--- src/rtl/cpu_control_pipe_pkg.sv ---
// ---------------------------------------------------------------------------
// rv32i_types: shared RV32I control-path types.
//   - rv32i_opcode, ALU/branch/funct3 encodings
//   - mux select encodings, including alumux2 j_imm (5) and memwbmux pcplus4 (4)
//   - rv32i_control_word: decoded control for one instruction
//   - ctrl_stage_entry_t: one post-ID pipeline slot {valid, cword, rs1, rs2}
//   - CTRL_MAX_STAGES: upper bound for the pipeline depth
// ---------------------------------------------------------------------------
package rv32i_types;

    localparam int unsigned CTRL_MAX_STAGES = 8;

    typedef enum logic [6:0] {
        op_lui   = 7'b0110111,
        op_auipc = 7'b0010111,
        op_jal   = 7'b1101111,
        op_jalr  = 7'b1100111,
        op_br    = 7'b1100011,
        op_load  = 7'b0000011,
        op_store = 7'b0100011,
        op_imm   = 7'b0010011,
        op_reg   = 7'b0110011,
        op_csr   = 7'b1110011
    } rv32i_opcode;

    typedef enum logic [2:0] {
        alu_add = 3'b000,
        alu_sll = 3'b001,
        alu_sra = 3'b010,
        alu_sub = 3'b011,
        alu_xor = 3'b100,
        alu_srl = 3'b101,
        alu_or  = 3'b110,
        alu_and = 3'b111
    } alu_ops;

    typedef enum logic [2:0] {
        beq  = 3'b000,
        bne  = 3'b001,
        blt  = 3'b100,
        bge  = 3'b101,
        bltu = 3'b110,
        bgeu = 3'b111
    } branch_funct3_t;

    typedef enum logic [2:0] {
        f3_add  = 3'b000,
        f3_sll  = 3'b001,
        f3_slt  = 3'b010,
        f3_sltu = 3'b011,
        f3_xor  = 3'b100,
        f3_sr   = 3'b101,
        f3_or   = 3'b110,
        f3_and  = 3'b111
    } arith_funct3_t;

    typedef enum logic {
        alumux1_rs1 = 1'b0,
        alumux1_pc  = 1'b1
    } alumux1_sel_t;

    typedef enum logic [2:0] {
        alumux2_i_imm = 3'd0,
        alumux2_u_imm = 3'd1,
        alumux2_b_imm = 3'd2,
        alumux2_s_imm = 3'd3,
        alumux2_rs2   = 3'd4,
        alumux2_j_imm = 3'd5
    } alumux2_sel_t;

    typedef enum logic {
        cmpmux_rs2   = 1'b0,
        cmpmux_i_imm = 1'b1
    } cmpmux_sel_t;

    typedef enum logic [2:0] {
        memwbmux_alu_out = 3'd0,
        memwbmux_br_en   = 3'd1,
        memwbmux_u_imm   = 3'd2,
        memwbmux_load    = 3'd3,
        memwbmux_pcplus4 = 3'd4
    } memwbmux_sel_t;

    typedef struct packed {
        rv32i_opcode    opcode;
        alu_ops         aluop;
        branch_funct3_t cmpop;
        alumux1_sel_t   alumux1_sel;
        alumux2_sel_t   alumux2_sel;
        cmpmux_sel_t    cmpmux_sel;
        memwbmux_sel_t  memwbmux_sel;
        logic           load_regfile;
        logic           mem_read;
        logic           mem_write;
        logic [2:0]     funct3;
        logic [4:0]     rd;
    } rv32i_control_word;

    typedef struct packed {
        logic              valid;
        rv32i_control_word cword;
        logic [4:0]        rs1;
        logic [4:0]        rs2;
    } ctrl_stage_entry_t;

endpackage

--- src/rtl/cpu_control_pipe_decode.sv ---
// ---------------------------------------------------------------------------
// cpu_control_decode: pure combinational RV32I control decoder (ID stage).
//   opcode_i/funct3_i/funct7_i : instruction fields
//   rd_i/rs1_i/rs2_i           : register specifiers
//   cword_o                    : decoded control word (load_regfile=0 when rd=0)
//   rs1_o/rs2_o                : source registers, zeroed when the format
//                                does not read them (also for unknown opcodes)
// ---------------------------------------------------------------------------
module cpu_control_decode
    import rv32i_types::*;
(
    input  logic [6:0]        opcode_i,
    input  logic [2:0]        funct3_i,
    input  logic [6:0]        funct7_i,
    input  logic [4:0]        rd_i,
    input  logic [4:0]        rs1_i,
    input  logic [4:0]        rs2_i,
    output rv32i_control_word cword_o,
    output logic [4:0]        rs1_o,
    output logic [4:0]        rs2_o
);

    logic unused_funct7;
    assign unused_funct7 = ^{funct7_i[6], funct7_i[4:0]};

    always_comb begin
        cword_o        = '0;
        cword_o.opcode = rv32i_opcode'(opcode_i);
        cword_o.funct3 = funct3_i;
        cword_o.rd     = rd_i;
        rs1_o          = rs1_i;
        rs2_o          = rs2_i;
        case (opcode_i)
            op_lui: begin
                cword_o.load_regfile = 1'b1;
                cword_o.memwbmux_sel = memwbmux_u_imm;
                rs1_o = '0;
                rs2_o = '0;
            end
            op_auipc: begin
                cword_o.alumux1_sel  = alumux1_pc;
                cword_o.alumux2_sel  = alumux2_u_imm;
                cword_o.load_regfile = 1'b1;
                rs1_o = '0;
                rs2_o = '0;
            end
            op_jal: begin
                cword_o.alumux1_sel  = alumux1_pc;
                cword_o.alumux2_sel  = alumux2_j_imm;
                cword_o.load_regfile = 1'b1;
                cword_o.memwbmux_sel = memwbmux_pcplus4;
                rs1_o = '0;
                rs2_o = '0;
            end
            op_jalr: begin
                cword_o.load_regfile = 1'b1;
                cword_o.memwbmux_sel = memwbmux_pcplus4;
                rs2_o = '0;
            end
            op_br: begin
                cword_o.alumux1_sel = alumux1_pc;
                cword_o.alumux2_sel = alumux2_b_imm;
                cword_o.cmpop       = branch_funct3_t'(funct3_i);
            end
            op_load: begin
                cword_o.mem_read     = 1'b1;
                cword_o.load_regfile = 1'b1;
                cword_o.memwbmux_sel = memwbmux_load;
                rs2_o = '0;
            end
            op_store: begin
                cword_o.alumux2_sel = alumux2_s_imm;
                cword_o.mem_write   = 1'b1;
            end
            op_imm, op_reg: begin
                cword_o.load_regfile = 1'b1;
                cword_o.aluop        = alu_ops'(funct3_i);
                if (opcode_i == op_imm) begin
                    cword_o.cmpmux_sel = cmpmux_i_imm;
                    rs2_o = '0;
                end else begin
                    cword_o.alumux2_sel = alumux2_rs2;
                end
                case (funct3_i)
                    f3_add:  if (opcode_i == op_reg && funct7_i[5]) cword_o.aluop = alu_sub;
                    f3_sr:   cword_o.aluop = funct7_i[5] ? alu_sra : alu_srl;
                    f3_slt:  begin
                        cword_o.cmpop        = blt;
                        cword_o.memwbmux_sel = memwbmux_br_en;
                    end
                    f3_sltu: begin
                        cword_o.cmpop        = bltu;
                        cword_o.memwbmux_sel = memwbmux_br_en;
                    end
                    default: ;
                endcase
            end
            default: begin
                rs1_o = '0;
                rs2_o = '0;
            end
        endcase
        if (rd_i == 5'd0) cword_o.load_regfile = 1'b0;
    end

endmodule

--- src/rtl/cpu_control_pipe.sv ---
// ---------------------------------------------------------------------------
// cpu_control_pipe: decodes the ID instruction and carries its control word
// through NUM_STAGES registered stages (0 = EX, NUM_STAGES-1 = WB).
//   clk, rst (async, active high)
//   id_valid, id_opcode, id_funct3, id_funct7, id_rd, id_rs1, id_rs2 : ID inputs
//   stall_in : global freeze; flush : taken branch/jump resolved in EX
//   stage_cword / stage_valid : registered per-stage control
//   hazard_stall : load-use stall request to IF/ID
//   fwd_a_sel / fwd_b_sel : EX operand source (0 = regfile, k = stage k)
// Optional macro CPU_CTRL_PERF_EN adds perf_stall_cnt, perf_hazard_cnt and
// perf_flush_cnt (32-bit wrapping cycle counters).
// ---------------------------------------------------------------------------
module cpu_control_pipe
    import rv32i_types::*;
#(
    parameter int unsigned NUM_STAGES = 3,
    parameter int unsigned FWD_W      = $clog2(NUM_STAGES + 1)
) (
    input  logic                               clk,
    input  logic                               rst,
    input  logic                               id_valid,
    input  logic [6:0]                         id_opcode,
    input  logic [2:0]                         id_funct3,
    input  logic [6:0]                         id_funct7,
    input  logic [4:0]                         id_rd,
    input  logic [4:0]                         id_rs1,
    input  logic [4:0]                         id_rs2,
    input  logic                               stall_in,
    input  logic                               flush,
    output rv32i_control_word [NUM_STAGES-1:0] stage_cword,
    output logic [NUM_STAGES-1:0]              stage_valid,
    output logic                               hazard_stall,
    output logic [FWD_W-1:0]                   fwd_a_sel,
    output logic [FWD_W-1:0]                   fwd_b_sel
`ifdef CPU_CTRL_PERF_EN
    ,
    output logic [31:0]                        perf_stall_cnt,
    output logic [31:0]                        perf_hazard_cnt,
    output logic [31:0]                        perf_flush_cnt
`endif
);

    rv32i_control_word dec_cword;
    logic [4:0]        dec_rs1, dec_rs2;
    ctrl_stage_entry_t [NUM_STAGES-1:0] stage_q, stage_d;
    logic              load_use;
    logic              unused_stage_rs;

    cpu_control_decode u_decode (
        .opcode_i (id_opcode),
        .funct3_i (id_funct3),
        .funct7_i (id_funct7),
        .rd_i     (id_rd),
        .rs1_i    (id_rs1),
        .rs2_i    (id_rs2),
        .cword_o  (dec_cword),
        .rs1_o    (dec_rs1),
        .rs2_o    (dec_rs2)
    );

    // A producer in stage k is a forwarding source for the EX operand src.
    // Loads can only forward from WB.
    function automatic logic fwd_hit(input ctrl_stage_entry_t e, input logic is_wb,
                                     input logic [4:0] src);
        return e.valid && e.cword.load_regfile && (e.cword.rd != 5'd0) &&
               (e.cword.rd == src) && !(e.cword.mem_read && !is_wb);
    endfunction

    // The ID instruction reads its operands in EX one cycle later, by which
    // time a load now in stage k sits in k+1; it can only be forwarded once it
    // reaches WB, so only loads in stages 0..NUM_STAGES-3 block issue.
    always_comb begin
        load_use = 1'b0;
        for (int unsigned k = 0; k < NUM_STAGES - 2; k++) begin
            if (stage_q[k].valid && stage_q[k].cword.mem_read &&
                (stage_q[k].cword.rd != 5'd0) &&
                ((stage_q[k].cword.rd == dec_rs1) || (stage_q[k].cword.rd == dec_rs2)))
                load_use = 1'b1;
        end
        hazard_stall = id_valid && load_use && !flush;
    end

    // Scan oldest to youngest so the youngest matching stage wins.
    always_comb begin
        fwd_a_sel = '0;
        fwd_b_sel = '0;
        for (int unsigned k = NUM_STAGES - 1; k >= 1; k--) begin
            if (fwd_hit(stage_q[k], k == NUM_STAGES - 1, stage_q[0].rs1)) fwd_a_sel = FWD_W'(k);
            if (fwd_hit(stage_q[k], k == NUM_STAGES - 1, stage_q[0].rs2)) fwd_b_sel = FWD_W'(k);
        end
    end

    always_comb begin
        stage_d = stage_q;
        if (!stall_in) begin
            for (int unsigned k = 1; k < NUM_STAGES; k++) stage_d[k] = stage_q[k-1];
            if (flush || hazard_stall) begin
                stage_d[0] = '0;
            end else begin
                stage_d[0].valid = id_valid;
                stage_d[0].cword = dec_cword;
                stage_d[0].rs1   = dec_rs1;
                stage_d[0].rs2   = dec_rs2;
            end
        end
    end

    always_ff @(posedge clk or posedge rst) begin
        if (rst) stage_q <= '0;
        else     stage_q <= stage_d;
    end

    for (genvar g = 0; g < NUM_STAGES; g++) begin : g_out
        assign stage_valid[g] = stage_q[g].valid;
        assign stage_cword[g] = stage_q[g].cword;
    end

    always_comb begin
        unused_stage_rs = 1'b0;
        for (int unsigned k = 1; k < NUM_STAGES; k++)
            unused_stage_rs = unused_stage_rs ^ (^{stage_q[k].rs1, stage_q[k].rs2});
    end

`ifdef CPU_CTRL_PERF_EN
    logic [31:0] perf_stall_q, perf_hazard_q, perf_flush_q;

    always_ff @(posedge clk or posedge rst) begin
        if (rst) begin
            perf_stall_q  <= '0;
            perf_hazard_q <= '0;
            perf_flush_q  <= '0;
        end else begin
            if (stall_in)           perf_stall_q  <= perf_stall_q + 32'd1;
            if (hazard_stall)       perf_hazard_q <= perf_hazard_q + 32'd1;
            if (flush && !stall_in) perf_flush_q  <= perf_flush_q + 32'd1;
        end
    end

    assign perf_stall_cnt  = perf_stall_q;
    assign perf_hazard_cnt = perf_hazard_q;
    assign perf_flush_cnt  = perf_flush_q;
`endif

endmodule

--- config.mk ---
export PLATFORM = sky130hd
export DESIGN_NAME = cpu_control_pipe
export DESIGN_NICKNAME = d
export VERILOG_FILES = /design/src/rtl/cpu_control_pipe_pkg.sv /design/src/rtl/cpu_control_pipe_decode.sv /design/src/rtl/cpu_control_pipe.sv
export SDC_FILE = /design/constraint.sdc
export NUM_CORES = 1
export LEC_CHECK = 0
export ABC_CLOCK_PERIOD_IN_PS = 4670
export CAP_MARGIN = 20
export CORE_MARGIN = 2
export CORE_UTILIZATION = 51
export CTS_BUF_LIST = sky130_fd_sc_hd__clkbuf_16
export CTS_CLUSTER_SIZE = 20
export DETAILED_ROUTE_END_ITERATION = 12
export HOLD_SLACK_MARGIN = 0.1
export PLACE_DENSITY = 0.9
export SLEW_MARGIN = 20
export SYNTH_ARGS = -nofsm -noshare
export SYNTH_HDL_FRONTEND = slang
export SYNTH_HIERARCHICAL = 1
export SYNTH_SLANG_ARGS = --single-unit
--- constraint.sdc ---
create_clock -name clk -period 4.67 [get_ports clk]
set_clock_uncertainty 0.15 [all_clocks]
set_input_delay 0.934 -clock clk [delete_from_list [all_inputs] [get_ports clk]]
set_output_delay 0.934 -clock clk [all_outputs]
set_load 0.03 [all_outputs]
Yosys cells after proc, flatten, opt, wreduce, memory -nomap -nowiden. Index checks and enable logic that the tools add are counted.

Equal/unequal tests: 18. Mux-type cells: 26. Reductions and logical operators: 32.

Operators with widths (number): 2-to-1 mux 43 bit (1); equality test 5 bit (6); equality test 7 x 6 -> 1 bit, second input constant (3); equality test 7 bit, second input constant (3); one-hot mux 3 bit (2 select lines) (3); logical AND 1 bit (16); one-hot mux 3 bit (5 select lines) (1); nonzero test 5 bit (3); equality test 7 x 5 -> 1 bit, second input constant (2); 2-to-1 mux 3 bit (4); one-hot mux 3 bit (4 select lines) (1); 2-to-1 mux 5 bit (2); one-hot mux 5 bit (2 select lines) (1); 2-to-1 mux 1 bit (9); 2-to-1 mux 2 bit (4); OR reduction 2 bit (4); equality test 7 x 2 -> 1 bit, second input constant (1); OR reduction 7 bit (1); equality test 3 x 2 -> 1 bit, second input constant (2); OR reduction 6 bit (1); logical NOT 5 bit (1); equality test 3 bit, second input constant (1); logical NOT 3 bit (1); OR reduction 3 bit (1); other kinds (2) (4).

Register bits: 109.

Logic depth before layout (Yosys ltp). Gate-level depths: netlist of the first run.

Depth after elaboration: 11. Gate-level depth with buffers: 9. Gate-level depth less buffers: 7.

Modules after synthesis. The synthesis of the first run kept the hierarchy.

Modules (own cells, without submodules): cpu_control_pipe (times used 1, cells an instance 499, area an instance 5661.7 um^2, sequential area each 2727.6 um^2); cpu_control_decode (times used 1, cells an instance 88, area an instance 610.6 um^2, sequential area each 0.0 um^2).

Least setup slack after synthesis of the first run. OpenSTA, ideal clock, no wires.

Path type: input-to-output. Start point: in id_opcode[4]. End point: out hazard_stall. Data arrival time: 3017 ps. Setup slack: 569 ps. Stages: 8. Path through: buf_4 > nand3b_1 > a211oi_2 > and2_1 > xnor2_1 > nand3_1 > o22ai_1 > nor3b_1.

Longest elaborated chain between the ends: 9. Elaborated cells between the ends (all ways): 19.

Ends and longest elaborated chain: from (decl) (RTL line cpu_control_pipe.sv:22) `input logic [6:0] id_opcode,`; equality test 7 bit (tied with other cells) (RTL line cpu_control_pipe_decode.sv:33) `case (opcode_i)`; OR reduction 6 bit (no line) (*); 2-to-1 mux 5 bit (*) (RTL line cpu_control_pipe_decode.sv:33); via dec_rs1[4] (RTL line cpu_control_pipe.sv:44) `logic [4:0] dec_rs1, dec_rs2;`; equality test 5 bit (*) (RTL line cpu_control_pipe.sv:77) `((stage_q[k].cword.rd == dec_rs1) || (stage_q[k].cword.rd == dec_rs2)))`; logical OR 1 bit (*) (RTL line cpu_control_pipe.sv:77); logical AND 1 bit (*) (RTL line cpu_control_pipe.sv:76) `(stage_q[k].cword.rd != 5'd0) &&`; 2-to-1 mux 1 bit (*) (RTL line cpu_control_pipe.sv:75) `if (stage_q[k].valid && stage_q[k].cword.mem_read &&`; logical AND 1 bit (*) (2 in series) (RTL line cpu_control_pipe.sv:80) `hazard_stall = id_valid && load_use && !flush;`; to (decl) (RTL line cpu_control_pipe.sv:32) `output logic hazard_stall,`.

Mark *: on every way through the listed nets, which the timed path passes. The rest lies on a longest branch.

Final worst setup path of the first run.
Start point: in id_opcode[6]. End point: out hazard_stall.

Same word-level chain as after synthesis.

==> results of run 1 <==
==> cell usage in the layout (no fill, tap or decap), types with 4 or more instances in the layout <==
master           instances
clkdlybuf4s50_1        132
dfrtp_1                109
mux2_2                  65
o21ai_0                 42
nand2_1                 38
a32oi_1                 33
xnor2_1                 17
xor2_1                  14
buf_4                   14
nor3b_1                 13
or3b_2                  11
a22oi_1                 11
nand3_1                  9
clkbuf_16                9
nor2_1                   9
inv_1                    6
or4_1                    5
o21ai_1                  5
a21oi_1                  5
and2_1                   5
and3_1                   5
nor4_1                   4
==> layout make-up <==
cell class / instances / area [um2] / share of cell area
clock inverter: 6 / 50.0 / 0.00701
tap: 147 / 184 / 0.0258
clock buffer: 9 / 225 / 0.0316
sequential: 109 / 2730 / 0.382
timing repair buffer: 146 / 1430 / 0.200
inverter: 3 / 13.8 / 0.00193
multi-input combinational: 325 / 2510 / 0.352
==> state kept, by name, indices dropped and copies added (netlist names) <==
name,count
stage_q,10
stage_cword,96
stage_valid,3
==> logic make-up after synthesis <==
logic type	after synthesis	share of synthesized area
flip-flops	109	0.435
buffers and inverters	153	0.167
AND/OR/NAND/NOR	123	0.120
multiplexers	65	0.117
AO/OA/AOI/OAI	106	0.118
XOR/XNOR	31	0.0433
==> through the flow <==
| step | setup WS, ns | hold WS (ns) | power (W) | utilization |
|---|---|---|---|---|
| final | 0.303 | 0.354 | 0.00250 | 0.594 |
| after CTS | 0.293 | 0.358 | 0.00253 | 0.594 |
| after global placement | 0.341 | 0.336 | 0.00177 | 0.571 |
| after floorplan | 0.569 | 0.304 | 0.00164 | - |
| after global routing | 0.113 | 0.371 | 0.00261 | 0.594 |
| after detailed placement | 0.304 | 0.343 | 0.00179 | 0.571 |
==> Yosys cell counts, types with 7 or more instances <==
cell type | n | area (um2)
nor2_1 | 10 | 37.5
buf_4 | 118 | 886
xor2_1 | 14 | 123
o21ai_0 | 42 | 210
xnor2_1 | 17 | 149
buf_2 | 7 | 35.0
a32oi_1 | 33 | 289
nor3b_1 | 13 | 97.6
nand3_1 | 9 | 45.0
mux2_2 | 65 | 732
nand2_1 | 38 | 143
clkbuf_1 | 22 | 82.6
a22oi_1 | 11 | 82.6
dfrtp_1 | 109 | 2730
or3b_2 | 11 | 96.3
==> how the worst min path moves through the flow <==
stage	startpoint	end	slack (ns)	cells after the start
4_1_cts	stage_cword[85]	stage_cword[85]	0.36	1
3_3_place_gp	stage_cword[70]	stage_cword[70]	0.34	1
2_1_floorplan	stage_cword[73]	stage_cword[73]	0.30	2
3_5_place_dp	stage_cword[88]	stage_cword[88]	0.34	1
6_report	stage_cword[85]	stage_cword[85]	0.35	1
5_1_grt	stage_cword[88]	stage_cword[88]	0.37	1
==> critical path, cell delays in order <==
cell,delay (ns)
clkdlybuf4s50_1,0.49
or2_2,0.33
a211oi_2,0.39
and2_1,0.25
xnor2_1,0.13
nand3_1,0.10
o22ai_2,0.19
nor3b_1,0.26
buf_4,0.21
==> power groups by stage <==
stage / logic, W / clock network (W) / registers, W
floorplan: 0.000527 / 0 / 0.00111
global placement: 0.000626 / 0 / 0.00114
detailed placement: 0.000645 / 0 / 0.00115
CTS: 0.000647 / 0.000749 / 0.00113
global route: 0.000683 / 0.000783 / 0.00114
finish: 0.000642 / 0.000729 / 0.00113
==> routing by layer <==
layer  global-route usage  share of wire  routed length, um  vias up
met5                    0              0                  0        -
met4                0.100          0.025                357        0
met3               0.0406          0.058                828       26
met2                0.354           0.50               7120      155
met1                0.284           0.41               5890     2225
li1                     -              -                  -     1995
==> flow_summary.ini, run 1 <==
[timing]
max_freq_mhz = 229
maxSlewViolCount = 0
rsz0062_at_grt = no
worst_pin_slew_ns = 0.889
setup_viol = 0
finalSetupTns_ns = 0
finalCriticalPeriod_ns = 4.37
relSlewSlack = 0.407
fin_crit_sh = 0.935
finalHoldViolCount = 0

[die]
io-pin-count = 141
rows = 40
core_area_um2 = 12000
dieArea_um2 = 13200
initial_utilization = 0.522
die_height_um = 115
die_w_um = 115

[worst_setup_path]
rr_startpoint = stage_cword[1]
cp_data_arrival_time_ns = 3.28
crit_path_start_kind = input port
reg2regPathDepth = 5
cp_max_fo = 5
r2r_slack_ns = 2.38
critical_path_class = input port to output port
end_kind = output port
timing.rr.end = stage_cword[30]
crit_required_ns = 3.59
setup.worst_path.start = id_opcode[6]
endpoint = hazard_stall

[clocking]
cts_tree = built
clockBufferDepth = 2
clock_latency_ns = 0.34
h-tree-depth = 3
cts_sinks = 109
root_buffer = clkbuf_16
clkSlewWorstSetupHoldPaths_ns = 0.06
ctsResizeCount = 0
numCtsBuffers = 9
cts_hold_buffers = 0
cts_setup_buffers = 0

[route]
vias = 4401
wl_per_cell_um = 19.0
routed_wirelength_mm = 14.2
ant_nets = 0
drtIter0Drc = 423
dr.pass1.iters = 5
via_per_inst = 5.91
drc = 0

[pwr]
ir_drop_uv = 162
power_frac_clock = 0.291
pwr-share-comb = 0.257
p_int_w = 0.00172
seq_power_share = 0.452
p_switching_w = 0.000787
power.share.switching = 0.315
power_density_nw_per_um2 = 351
p_leak_nw = 2.96

[logic_synthesis]
synth_cell_types = 50
synth_seq_cells = 109
ys_async_sr_fraction = 1.00
synth_fp_nets = 624
synth_warnings = 6
syn_area_per_cell_um2 = 10.7
yosysSeqAreaShare = 0.435
syn-instance-count = 587
synth_area_um2 = 6270
synth_edf_count = 0
ys.flop_type = dfrtp_1

[global_route]
gr-usage-all-layers = 0.218
antenna_found_initial = 0
grt_max_degree = 73
grt_pass1_wl_mm = 22.4
grt_pass1_vias = 4301
grt_overflow_total = 0

[job]
maxCapViolations = 0

[layout]
layout.cells.non_filler = 745
drive_gt1_frac = 0.197
fin_nets = 631
antenna_cells = 0
nFillCells = 986
area_growth_pct = 13.8
fin_area_um2 = 7140

[placed_design]
dp.cells = 730
placed_cell_area_um2 = 6860
hpwl_mm = 9.88
place_congestion = 0.878
io_buffers = 134

[hold_path]
min_path_type = flop to flop

[outcome]
status = finished clean
Note: power is estimated with default switching activity, not from simulation.
==> run 2, diff against run 1 <==
--- a/config.mk
+++ b/config.mk
@@ -5,7 +5,7 @@
 export SDC_FILE = /design/constraint.sdc
 export NUM_CORES = 1
 export LEC_CHECK = 0
-export ABC_CLOCK_PERIOD_IN_PS = 4670
+export ABC_CLOCK_PERIOD_IN_PS = 4560
 export CAP_MARGIN = 20
 export CORE_MARGIN = 2
 export CORE_UTILIZATION = 51
==> constraint.sdc (replaced) <==
create_clock -name clk -period 4.56 [get_ports clk]
set_clock_uncertainty 0.15 [all_clocks]
set_input_delay 0.912 -clock clk [delete_from_list [all_inputs] [get_ports clk]]
set_output_delay 0.912 -clock clk [all_outputs]
set_load 0.03 [all_outputs]
==> flow_summary.ini, run 2 (synthesized netlist as in run 1, its figures left out) <==
[pwr]
power.share.switching = 0.294
pwr-share-comb = 0.234
power_frac_clock = 0.355
p_int_w = 0.00199
power_w = 0.00282
ir_drop_uv = 176
seq_power_share = 0.411
power_density_nw_per_um2 = 389
p_switching_w = 0.000828
p_leak_nw = 3.00

[worst_setup_path]
crit_chain = clkdlybuf4s50_1 -> or2_2 -> a211oi_2 -> and2_1 -> xnor2_1 -> nand3_1 -> o22ai_2 -> nor3b_1 -> buf_4
crit_path_start_kind = input port
cp.depth = 9
crit_required_ns = 3.50
cp_num_buf_inv = 2
cp_max_fo = 5
cp_data_arrival_time_ns = 3.25
critical_path_class = input port to output port
reg2regPathDepth = 5
end_kind = output port
slowest_delay_ns = 0.44
crit_family = simple AND/OR/NAND/NOR gates
slowest_stage = clkdlybuf4s50_1

[die]
rows = 40
initial_utilization = 0.522
io-pin-count = 141
dieArea_um2 = 13200
core_area_um2 = 12000
die_w_um = 115
die_height_um = 115

[timing]
rsz0062_at_grt = no
finalCriticalPeriod_ns = 4.31
max_freq_mhz = 232
finalHoldViolCount = 0
worst_pin_slew_ns = 1.03
maxSlewViolCount = 0
setup_viol = 0
hold_slack_ns = 0.355
relSlewSlack = 0.314
finalSetupTns_ns = 0
fin_crit_sh = 0.946

[clocking]
root_buffer = clkbuf_16
h-tree-depth = 3
clock_latency_ns = 0.34
numCtsBuffers = 9
ctsResizeCount = 0
clockBufferDepth = 2
cts_sinks = 109
cts_hold_buffers = 0
clkSlewWorstSetupHoldPaths_ns = 0.07
cts_setup_buffers = 0
cts_tree = built

[outcome]
status = finished clean

[global_route]
gr-usage-all-layers = 0.222
antenna_found_initial = 0
grt_pass1_wl_mm = 23.2
grt_pass1_vias = 4320
grt_max_degree = 110
grt_overflow_total = 0

[layout]
area_growth_pct = 15.5
antenna_cells = 0
fin_nets = 629
layout.cells.non_filler = 744
drive_gt1_frac = 0.201
fin_area_um2 = 7250
largest_reg_flops = 96
layout_common_cells = 132 x clkdlybuf4s50_1, 109 x dfrtp_1, 65 x mux2_2, 42 x o21ai_0, 38 x nand2_1
final_common_cell = clkdlybuf4s50_1

[route]
vias = 4361
drc = 0
drtIter0Drc = 413
ant_nets = 0
wl_per_cell_um = 19.3
routed_wirelength_mm = 14.4
dr.pass1.iters = 5
via_per_inst = 5.86

[placed_design]
dp.cells = 728
hpwl_mm = 9.69
io_buffers = 134
placed_cell_area_um2 = 6860
place_congestion = 0.905

[hold_path]
min_path_type = flop to flop
whs_path_depth = 1

[job]
maxCapViolations = 0
## run 2: changes by cell type in the layout (fill, tap and decap cells not counted), sizes merged
cell    before  now
bufinv       1    5
inv          7    4
buf         14   12
## run 2: metrics by stage
step                setup WS, ns   util
global route               0.106  0.603
global placement           0.307  0.571
CTS                        0.248  0.603
floorplan                  0.503      -
finish                     0.247  0.603
detailed placement         0.244  0.571
## run 2: path summary, 6_finish.rpt
path | from | slack, ns | endpoint
min in group asynchronous | rst | 0.91 | stage_cword[94]
worst max-delay path | id_opcode[6] | 0.25 | hazard_stall
worst max register to register | stage_cword[1] | 2.25 | stage_cword[28]
worst min-delay path | stage_cword[93] | 0.35 | stage_cword[93]
worst min register to register | stage_cword[93] | 0.35 | stage_cword[93]
max in group asynchronous | rst | 2.91 | stage_cword[71]
## run 2: layout make-up
type                    instances  area, um2
clock buffers                   9        225
inverters                       3       13.8
multi-input cells             325       2510
fillers                       998       4760
well taps                     147        184
clock inverters                 7        163
flip-flops and latches        109       2730
repair buffers                144       1420
## run 2: power by group through the flow
stage / Combinational (W) / Sequential (W) / Clock, W
floorplan: 0.000540 / 0.00114 / 0
global placement: 0.000644 / 0.00117 / 0
detailed placement: 0.000661 / 0.00118 / 0
CTS: 0.000663 / 0.00116 / 0.00102
global route: 0.000699 / 0.00117 / 0.00106
finish: 0.000659 / 0.00116 / 0.000999
## run 2: metal layers
metal | global-route usage | share of wire | up-vias
li1 | - | - | 1982
met2 | 0.373 | 0.51 | 173
met3 | 0.0427 | 0.060 | 20
met5 | 0 | 0 | -
met1 | 0.295 | 0.42 | 2186
met4 | 0.0627 | 0.013 | 0
